`src/rtl/inst_memaccess_pkg.sv`:
```
// Shared definitions for the MEM stage: access-size codes, FSM states and pipeline bundles.
package inst_memaccess_pkg;

  localparam logic [2:0] OP_B  = 3'b000;
  localparam logic [2:0] OP_H  = 3'b001;
  localparam logic [2:0] OP_W  = 3'b010;
  localparam logic [2:0] OP_BU = 3'b100;
  localparam logic [2:0] OP_HU = 3'b101;

  typedef enum logic [0:0] {
    ST_IDLE  = 1'b0,
    ST_SPLIT = 1'b1
  } mem_state_e;

  typedef struct packed {
    logic        wr_reg;
    logic [4:0]  regindex;
    logic [31:0] wdata;
    logic [31:0] addr;
    logic        wr_mem;
    logic [31:0] memwdata;
    logic [2:0]  op;
    logic        mem_en;
    logic        load;
    logic        store;
    logic        exp;
  } ex_bundle_t;

  typedef struct packed {
    logic        wr_reg;
    logic [4:0]  regindex;
    logic [31:0] wdata;
    logic        ld;
    logic        split;
    logic [1:0]  off;
    logic [2:0]  op;
  } wb_bundle_t;

  function automatic logic [3:0] lane_mask(input logic [2:0] op);
    case (op[1:0])
      2'b00:   lane_mask = 4'b0001;
      2'b01:   lane_mask = 4'b0011;
      default: lane_mask = 4'b1111;
    endcase
  endfunction

  // Halfword at byte 3 or any unaligned word spills into the next RAM word.
  function automatic logic is_cross(input logic [2:0] op, input logic [1:0] off);
    is_cross = ((op[1:0] == 2'b01) && (off == 2'd3)) ||
               ((op[1:0] == 2'b10) && (off != 2'd0));
  endfunction

endpackage

```
`src/rtl/inst_memaccess_load_align.sv`:
```
// Extracts the addressed bytes from a (possibly two-word) load window and extends them.
module inst_memaccess_load_align
  import inst_memaccess_pkg::*;
(
  input  logic [63:0] d64,
  input  logic [1:0]  off,
  input  logic [2:0]  op,
  output logic [31:0] data
);

  logic [31:0] sel;

  assign sel = d64[{off, 3'b000} +: 32];

  always_comb begin
    data = sel;
    case (op)
      OP_B:    data = {{24{sel[7]}}, sel[7:0]};
      OP_H:    data = {{16{sel[15]}}, sel[15:0]};
      OP_BU:   data = {24'b0, sel[7:0]};
      OP_HU:   data = {16'b0, sel[15:0]};
      default: data = sel;
    endcase
  end

endmodule

```
`src/rtl/inst_memaccess.sv`:
```
// RV32 MEM stage: registers the execute bundle, drives the data RAM, splits word-crossing
// accesses into two aligned beats and formats load data for write-back.
module inst_memaccess
  import inst_memaccess_pkg::*;
#(
  parameter int RAM_AW = 14
) (
  input  logic              clk,
  input  logic              rst,
  input  logic              ex2mem_wr_reg,
  input  logic [4:0]        ex2mem_wr_regindex,
  input  logic [31:0]       ex2mem_wr_wdata,
  input  logic [31:0]       ex2mem_memaddr,
  input  logic              ex2mem_wr_mem,
  input  logic [31:0]       ex2mem_wr_memwdata,
  input  logic [2:0]        ex2mem_mem_op,
  input  logic              ex2mem_mem_en,
  input  logic              ex2mem_load,
  input  logic              ex2mem_store,
  input  logic              ex2mem_exp,
  output logic              ex2mem_store_ffout,
  output logic              ex2mem_mem_en_ffout,
  output logic              mem_misaligned_exxeption,
  output logic [31:0]       mem2ex_memadr,
  output logic [2:0]        mem2ex_mem_op,
  output logic              ram_en,
  output logic              ram_we,
  output logic [3:0]        ram_be,
  output logic [RAM_AW-1:0] ram_addr,
  output logic [31:0]       ram_wdata,
  input  logic [31:0]       ram_rdata,
  output logic              mem2wb_wr_reg,
  output logic [4:0]        mem2wb_wr_regindex,
  output logic [31:0]       mem2wb_wr_wdata
);

  ex_bundle_t        ex_in, r_p1;
  wb_bundle_t        wb_next, r_p2;
  mem_state_e        state;
  logic [31:0]       lo_buf;
  logic              acc, split_go, in_split;
  logic [1:0]        off;
  logic [RAM_AW-1:0] wa;
  logic [7:0]        be64;
  logic [63:0]       wd64, d64;
  logic [31:0]       ld_data;

  assign ex_in = '{
    wr_reg:   ex2mem_wr_reg,
    regindex: ex2mem_wr_regindex,
    wdata:    ex2mem_wr_wdata,
    addr:     ex2mem_memaddr,
    wr_mem:   ex2mem_wr_mem,
    memwdata: ex2mem_wr_memwdata,
    op:       ex2mem_mem_op,
    mem_en:   ex2mem_mem_en,
    load:     ex2mem_load,
    store:    ex2mem_store,
    exp:      ex2mem_exp
  };

  // p1: address decode and RAM request from the registered execute bundle
  assign acc      = r_p1.mem_en & ~r_p1.exp;
  assign off      = r_p1.addr[1:0];
  assign wa       = r_p1.addr[RAM_AW+1:2];
  assign in_split = (state == ST_SPLIT);
  assign split_go = ~in_split & acc & is_cross(r_p1.op, off);
  assign be64     = {4'b0, lane_mask(r_p1.op)} << off;
  assign wd64     = {32'b0, r_p1.memwdata} << {off, 3'b000};

  assign mem_misaligned_exxeption = split_go;
  assign ex2mem_store_ffout       = r_p1.store;
  assign ex2mem_mem_en_ffout      = r_p1.mem_en;
  assign mem2ex_mem_op            = r_p1.op;
  assign mem2ex_memadr            = acc ? {r_p1.addr[31:2] + 30'd1, 2'b00} : 32'b0;

  assign ram_en    = acc;
  assign ram_we    = acc & r_p1.wr_mem;
  assign ram_addr  = in_split ? wa + RAM_AW'(1) : wa;
  assign ram_be    = acc ? (in_split ? be64[7:4] : be64[3:0]) : 4'b0;
  assign ram_wdata = in_split ? wd64[63:32] : wd64[31:0];

  assign wb_next = '{
    wr_reg:   r_p1.wr_reg,
    regindex: r_p1.regindex,
    wdata:    r_p1.wdata,
    ld:       r_p1.load & acc,
    split:    in_split,
    off:      off,
    op:       r_p1.op
  };

  always_ff @(posedge clk or posedge rst) begin
    if (rst) begin
      state  <= ST_IDLE;
      r_p1   <= '0;
      r_p2   <= '0;
      lo_buf <= '0;
    end else begin
      if (!split_go) r_p1 <= ex_in;
      case (state)
        ST_IDLE: begin
          if (split_go) begin
            r_p2  <= '0;
            state <= ST_SPLIT;
          end else begin
            r_p2 <= wb_next;
          end
        end
        ST_SPLIT: begin
          lo_buf <= ram_rdata;
          r_p2   <= wb_next;
          state  <= ST_IDLE;
        end
        default: state <= ST_IDLE;
      endcase
    end
  end

  // p2: load data returns from RAM; a split load joins it with the buffered first beat
  assign d64 = r_p2.split ? {ram_rdata, lo_buf} : {32'b0, ram_rdata};

  inst_memaccess_load_align u_align (
    .d64  (d64),
    .off  (r_p2.off),
    .op   (r_p2.op),
    .data (ld_data)
  );

  assign mem2wb_wr_reg      = r_p2.wr_reg;
  assign mem2wb_wr_regindex = r_p2.regindex;
  assign mem2wb_wr_wdata    = r_p2.ld ? ld_data : r_p2.wdata;

endmodule

```
`config.mk`:
```
export PLATFORM = sky130hd
export DESIGN_NAME = inst_memaccess
export DESIGN_NICKNAME = d
export VERILOG_FILES = /design/src/rtl/inst_memaccess_pkg.sv /design/src/rtl/inst_memaccess_load_align.sv /design/src/rtl/inst_memaccess.sv
export SDC_FILE = /design/constraint.sdc
export NUM_CORES = 1
export LEC_CHECK = 0
export CORE_MARGIN = 2
export CORE_UTILIZATION = 53
export DETAILED_ROUTE_END_ITERATION = 12
export PLACE_DENSITY = 0.92
export SETUP_SLACK_MARGIN = 0.3
export SYNTH_ARGS = -nofsm -noshare
export SYNTH_HDL_FRONTEND = slang
export SYNTH_SLANG_ARGS = --single-unit
```
`constraint.sdc`:
```
create_clock -name clk -period 14.2 [get_ports clk]
set_input_delay 3.55 -clock clk [delete_from_list [all_inputs] [get_ports clk]]
set_output_delay 3.55 -clock clk [all_outputs]
set_load 0.01 [all_outputs]
```
* Word-level counts from Yosys, hierarchy flattened
Index checks and enable logic that the tools add are counted.
** Operators by class
- $add $sub $neg :: 2
- Equality and inequality tests :: 6
- Shifts and indexed selects :: 3
- Mux-type cells :: 13
- Bitwise logic cells :: 7
- Reductions and logical operators :: 6
** Operators with widths (number)
- $pmux W32 S4 :: 1
- $mux W32 :: 3
- $pmux W45 S2 :: 1
- $mux W64 :: 1
- $shiftx A64 B6 Y32 :: 1
- $shl A32 B5 Y64 :: 1
- $mux W45 :: 1
- $add A30 B1 Y30 const B :: 1
- $add A14 B1 Y14 const B :: 1
- $mux W14 :: 1
- $mux W4 :: 2
- $pmux W4 S2 :: 1
- $shl A4 B2 Y8 :: 1
- $eq A3 B3 Y1 const B :: 2
- $and A1 B1 Y1 :: 5
- $eq A2 B2 Y1 const B :: 2
- $eq A3 B1 Y1 const B :: 1
- $logic_not A3 Y1 :: 1
- $eq A2 B1 Y1 const B :: 1
- $logic_and A1 B1 Y1 :: 2
- $logic_not A2 Y1 :: 1
- $not A1 Y1 :: 2
- $pmux W1 S2 :: 1
- $reduce_bool A2 Y1 :: 1
- other kinds (2) :: 2
** Storage, ports and cells
- Flip-flop bits (word level) :: 188
- Logic and storage cells :: 57

* Depth between registers and ports, before layout
- Depth in word-level cells :: 6
- Gate-level depth with buffers :: 7

* By module
Synthesis repeated with hierarchy kept, for this count alone.
** Second synthesis, totals
- Cells, all modules :: 912
- Area total of the unflattened synthesis :: 10704.0 sq um
** Modules (own cells, without submodules)
- inst_memaccess :: times used 1, cells an instance 811, area an instance 9599.2 sq um, seq. area each 4704.5 sq um
- inst_memaccess_load_align :: times used 1, cells an instance 101, area an instance 1104.8 sq um, seq. area each 0.0 sq um

* Worst setup path after synthesis
Ideal clock, no wire load.
- Path kind :: input to output
- Start :: input port ram_rdata[31]
- End :: output port mem2wb_wr_wdata[22]
- Arrival :: 4919 ps
- Slack :: 5731 ps
- Stages on the path :: 5
- Cells stage by stage :: mux2i_1 > mux4_2 > o41a_4 > buf_6 > a31oi_1
** On the way
- Word-level cells in the longest chain between the ends :: 4
** RTL lines
- start: declaration :: line inst_memaccess.sv:31 : input logic [31:0] ram_rdata,
- $mux W64 :: line inst_memaccess.sv:121 : assign d64 = r_p2.split ? {ram_rdata, lo_buf} : {32'b0, ram_rdata};
- $shiftx A64 B6 Y32 :: line inst_memaccess_load_align.sv:13 : assign sel = d64[{off, 3'b000} +: 32];
- $pmux W32 S4 :: line inst_memaccess_load_align.sv:17 : case (op)
- $mux W32 :: line inst_memaccess.sv:132 : assign mem2wb_wr_wdata = r_p2.ld ? ld_data : r_p2.wdata;
- end: declaration :: line inst_memaccess.sv:34 : output logic [31:0] mem2wb_wr_wdata
Every way passes these cells.

* Final worst setup path
- Start :: input port ram_rdata[15]
- End :: output port mem2wb_wr_wdata[20]
Same word-level chain as after synthesis.

==> impl_metrics.json <==
{
  "status": "finished clean",
  "reg_top3": "r_p1 x103, r_p2 x39, lo_buf x32",
  "core_um2": 19300,
  "first_pass_iters": 7,
  "ys_seq_area_share_pct": 45.4,
  "hold_viol_final": 0,
  "drt_wl_total_um": 28400,
  "worst_ep_arrival_time_ns": 6.33,
  "largest_reg_flops": 103,
  "min_period_ns": 9.88,
  "maxSlewViolCount": 0,
  "wire_per_inst_um": 20.1,
  "cts.sinks": 188,
  "grt_pass1_vias": 8017,
  "synth_edf_count": 0,
  "end_kind": "output port",
  "cts_root_buffer": "clkbuf_16",
  "largest_register": "r_p1",
  "yosys_warnings": 0,
  "route.detailed.drc": 0,
  "clock_latency_ns": 0.43,
  "yosys.area.top_type": "dfrtp_1",
  "htree_levels": 4,
  "layout-drive-gt1-share_pct": 18.8,
  "relSlewSlack_pct": 20.4,
  "ys_async_sr_fraction_pct": 100,
  "ys_ff_latch": 188,
  "multi_input_area_um2": 5230,
  "dp_slack_ns": 4.33,
  "start_util_pct": 53.6,
  "grt.total_usage_pct": 27.1,
  "die_h_um": 144,
  "cts_resized": 0,
  "syn_area_um2": 10400,
  "rows": 51,
  "synth_cell_types": 49,
  "crit_fanout": 16,
  "placed_area_um2": 13100,
  "rsz0062_at_grt": "false",
  "cp-start-kind": "input pin",
  "tns_ns": 0,
  "detail-route-antenna-nets": 0,
  "crit_chain": "clkdlybuf4s50_1, mux2i_1, o211ai_1, nand4_1, a31oi_1, clkdlybuf4s50_1",
  "gp_congestion": 0.943,
  "path_common_cell": "clkdlybuf4s50_1",
  "synthTopCellsByArea": "dfrtp_1, mux2_2, mux2i_1",
  "worstSetupPathType": "input pin to output port",
  "syn_area_per_cell_um2": 11.2,
  "nFillCells": 1353,
  "cp_slowest_cell": "nand4_1",
  "worst_slack_ns": 4.32,
  "skew_ns": 0.0130,
  "synthFlopType": "dfrtp_1",
  "hold_ws_ns": 0.486,
  "period_share_pct": 69.6,
  "cap_violations": 0,
  "p_leak_nw": 5.42,
  "synth.most_common_cell": "dfrtp_1",
  "n_antenna_cell": 0,
  "vias": 8318,
  "p_per_area_nw_per_um2": 115,
  "grt_max_degree": 155,
  "die-area_um2": 20700,
  "clkTransAtPathRegs_ns": 0.07,
  "hpwl_um": 19500,
  "postCtsSetupRepairBufs": 0,
  "syn_inst": 924,
  "design_area_um2": 13700,
  "routed_via_density": 5.89,
  "die_x_um": 144,
  "synth.top_cell.area_share_pct": 45.4,
  "cp_slowest_stage_delay_ns": 0.76,
  "area_growth_pct": 31.8,
  "cts_tree": "built",
  "grt_remaining_overflow": 0,
  "fmax_mhz": 101,
  "grt_pass1_wl_um": 43200,
  "io_buffers": 269,
  "synth_common_cells": "dfrtp_1, mux2_2, mux2i_1",
  "final_core_util_pct": 70.7,
  "drt_iter0_drc": 565,
  "hold_buffers": 0,
  "ir_worst_vdd_v": 0.0000863,
  "ios": 272,
  "worst_pin_slew_ns": 1.19,
  "cts_buffers": 17,
  "setup_viol": 0,
  "clock_path_buffers": 2,
  "antenna_found_initial": 0,
  "regArea_um2": 4710,
  "required_ns": 10.65,
  "hp-class": "flip-flop to flip-flop",
  "nNetsFinal": 1279
}
## worst paths after layout
check / startpoint / to / slack [ns] / cells past startpoint
worst max-delay path: ram_rdata[15] / mem2wb_wr_wdata[20] / 4.32 / 6
worst min-delay path: r_p1[95]$_DFFE_PP0N_ / r_p2[30]$_DFF_PP0_ / 0.49 / 1
worst max register to register: off[1]$_DFFE_PP0N_ / r_p1[81]$_DFFE_PP0N_ / 11.37 / 5
worst min register to register: r_p1[95]$_DFFE_PP0N_ / r_p2[30]$_DFF_PP0_ / 0.49 / 1
max in group asynchronous: rst / in_split$_DFF_PP0_ / 9.10 / 3
min in group asynchronous: rst / r_p1[29]$_DFFE_PP0N_ / 3.71 / 2
## power by group
| group | internal [mW] | switching, mW |
|---|---|---|
| Clock | 0.240 | 0.231 |
| Combinational | 0.237 | 0.187 |
| Sequential | 0.611 | 0.0650 |
## layout by cell type (no fill, tap or decap), drive strengths merged, types with 2 or more instances in the layout
| cell | instances |
|---|---|
| a21oi | 28 |
| nand3b | 2 |
| mux4 | 15 |
| conb | 2 |
| nor2 | 70 |
| nand2 | 21 |
| or4 | 13 |
| and4 | 4 |
| clkdlybuf4s50 | 269 |
| nand2b | 9 |
| nand3 | 16 |
| mux2i | 82 |
| clkinvlp | 3 |
| or2 | 4 |
| clkbuf | 18 |
| xor2 | 12 |
| o21a | 2 |
| nand4 | 12 |
| o22a | 7 |
| clkinv | 5 |
| xnor2 | 10 |
| and2 | 17 |
| buf | 7 |
| o22ai | 25 |
| a31oi | 16 |
| a211oi | 11 |
| o31ai | 12 |
| or3 | 6 |
| nor2b | 41 |
| inv | 17 |
| a22o | 8 |
| mux2 | 142 |
| dfrtp | 188 |
| o2bb2ai | 9 |
| o21ai | 33 |
## final cells by class
| cell class | instances | share of cell area, % |
|---|---|---|
| multi-input cells | 640 | 38.3 |
| repair buffers | 276 | 20.2 |
| well taps | 265 | 2.43 |
| inverters | 11 | 0.357 |
| flip-flops and latches | 188 | 34.4 |
| clock inverters | 14 | 1.11 |
| clock buffers | 18 | 3.21 |
## cell families (layout without fill, tap and decap cells)
group                      after synthesis  count (layout)  synth area share, %
adders and majority gates                1               1                0.121
DFF                                    188             188                 45.4
muxes                                  239             239                 26.6
buffers and inverters                   97             319                 4.33
AOI/OAI and AO/OA                      156             156                 10.5
xor gates and xnor gates                22              22                 1.86
other                                    1               2               0.0362
and+or+nand+nor                        220             220                 11.2
## per-layer routing
metal | part of all wire [%] | routed length [um] | GRT usage (%)
met1 | 39 | 11000 | 33.5
met2 | 49 | 14000 | 45.6
met3 | 8.5 | 2420 | 7.10
met4 | 3.3 | 930 | 10.6
met5 | 0 | 0 | 0
## metrics by stage
step	power [mW]	std cells
final	1.57	1412
after global routing	1.64	1412
after CTS	1.58	1412
after detailed placement	1.11	1380
after global placement	1.09	1380
after floorplan	0.920	925
## worst max-delay path: cells and delay by family
family / cells / cell delay (ns)
mux: 1 / 0.10
simple gates: 1 / 0.76
compound gates: 2 / 0.79
buf+inv: 2 / 1.13
No activity file was read; power rests on OpenSTA's default activity.
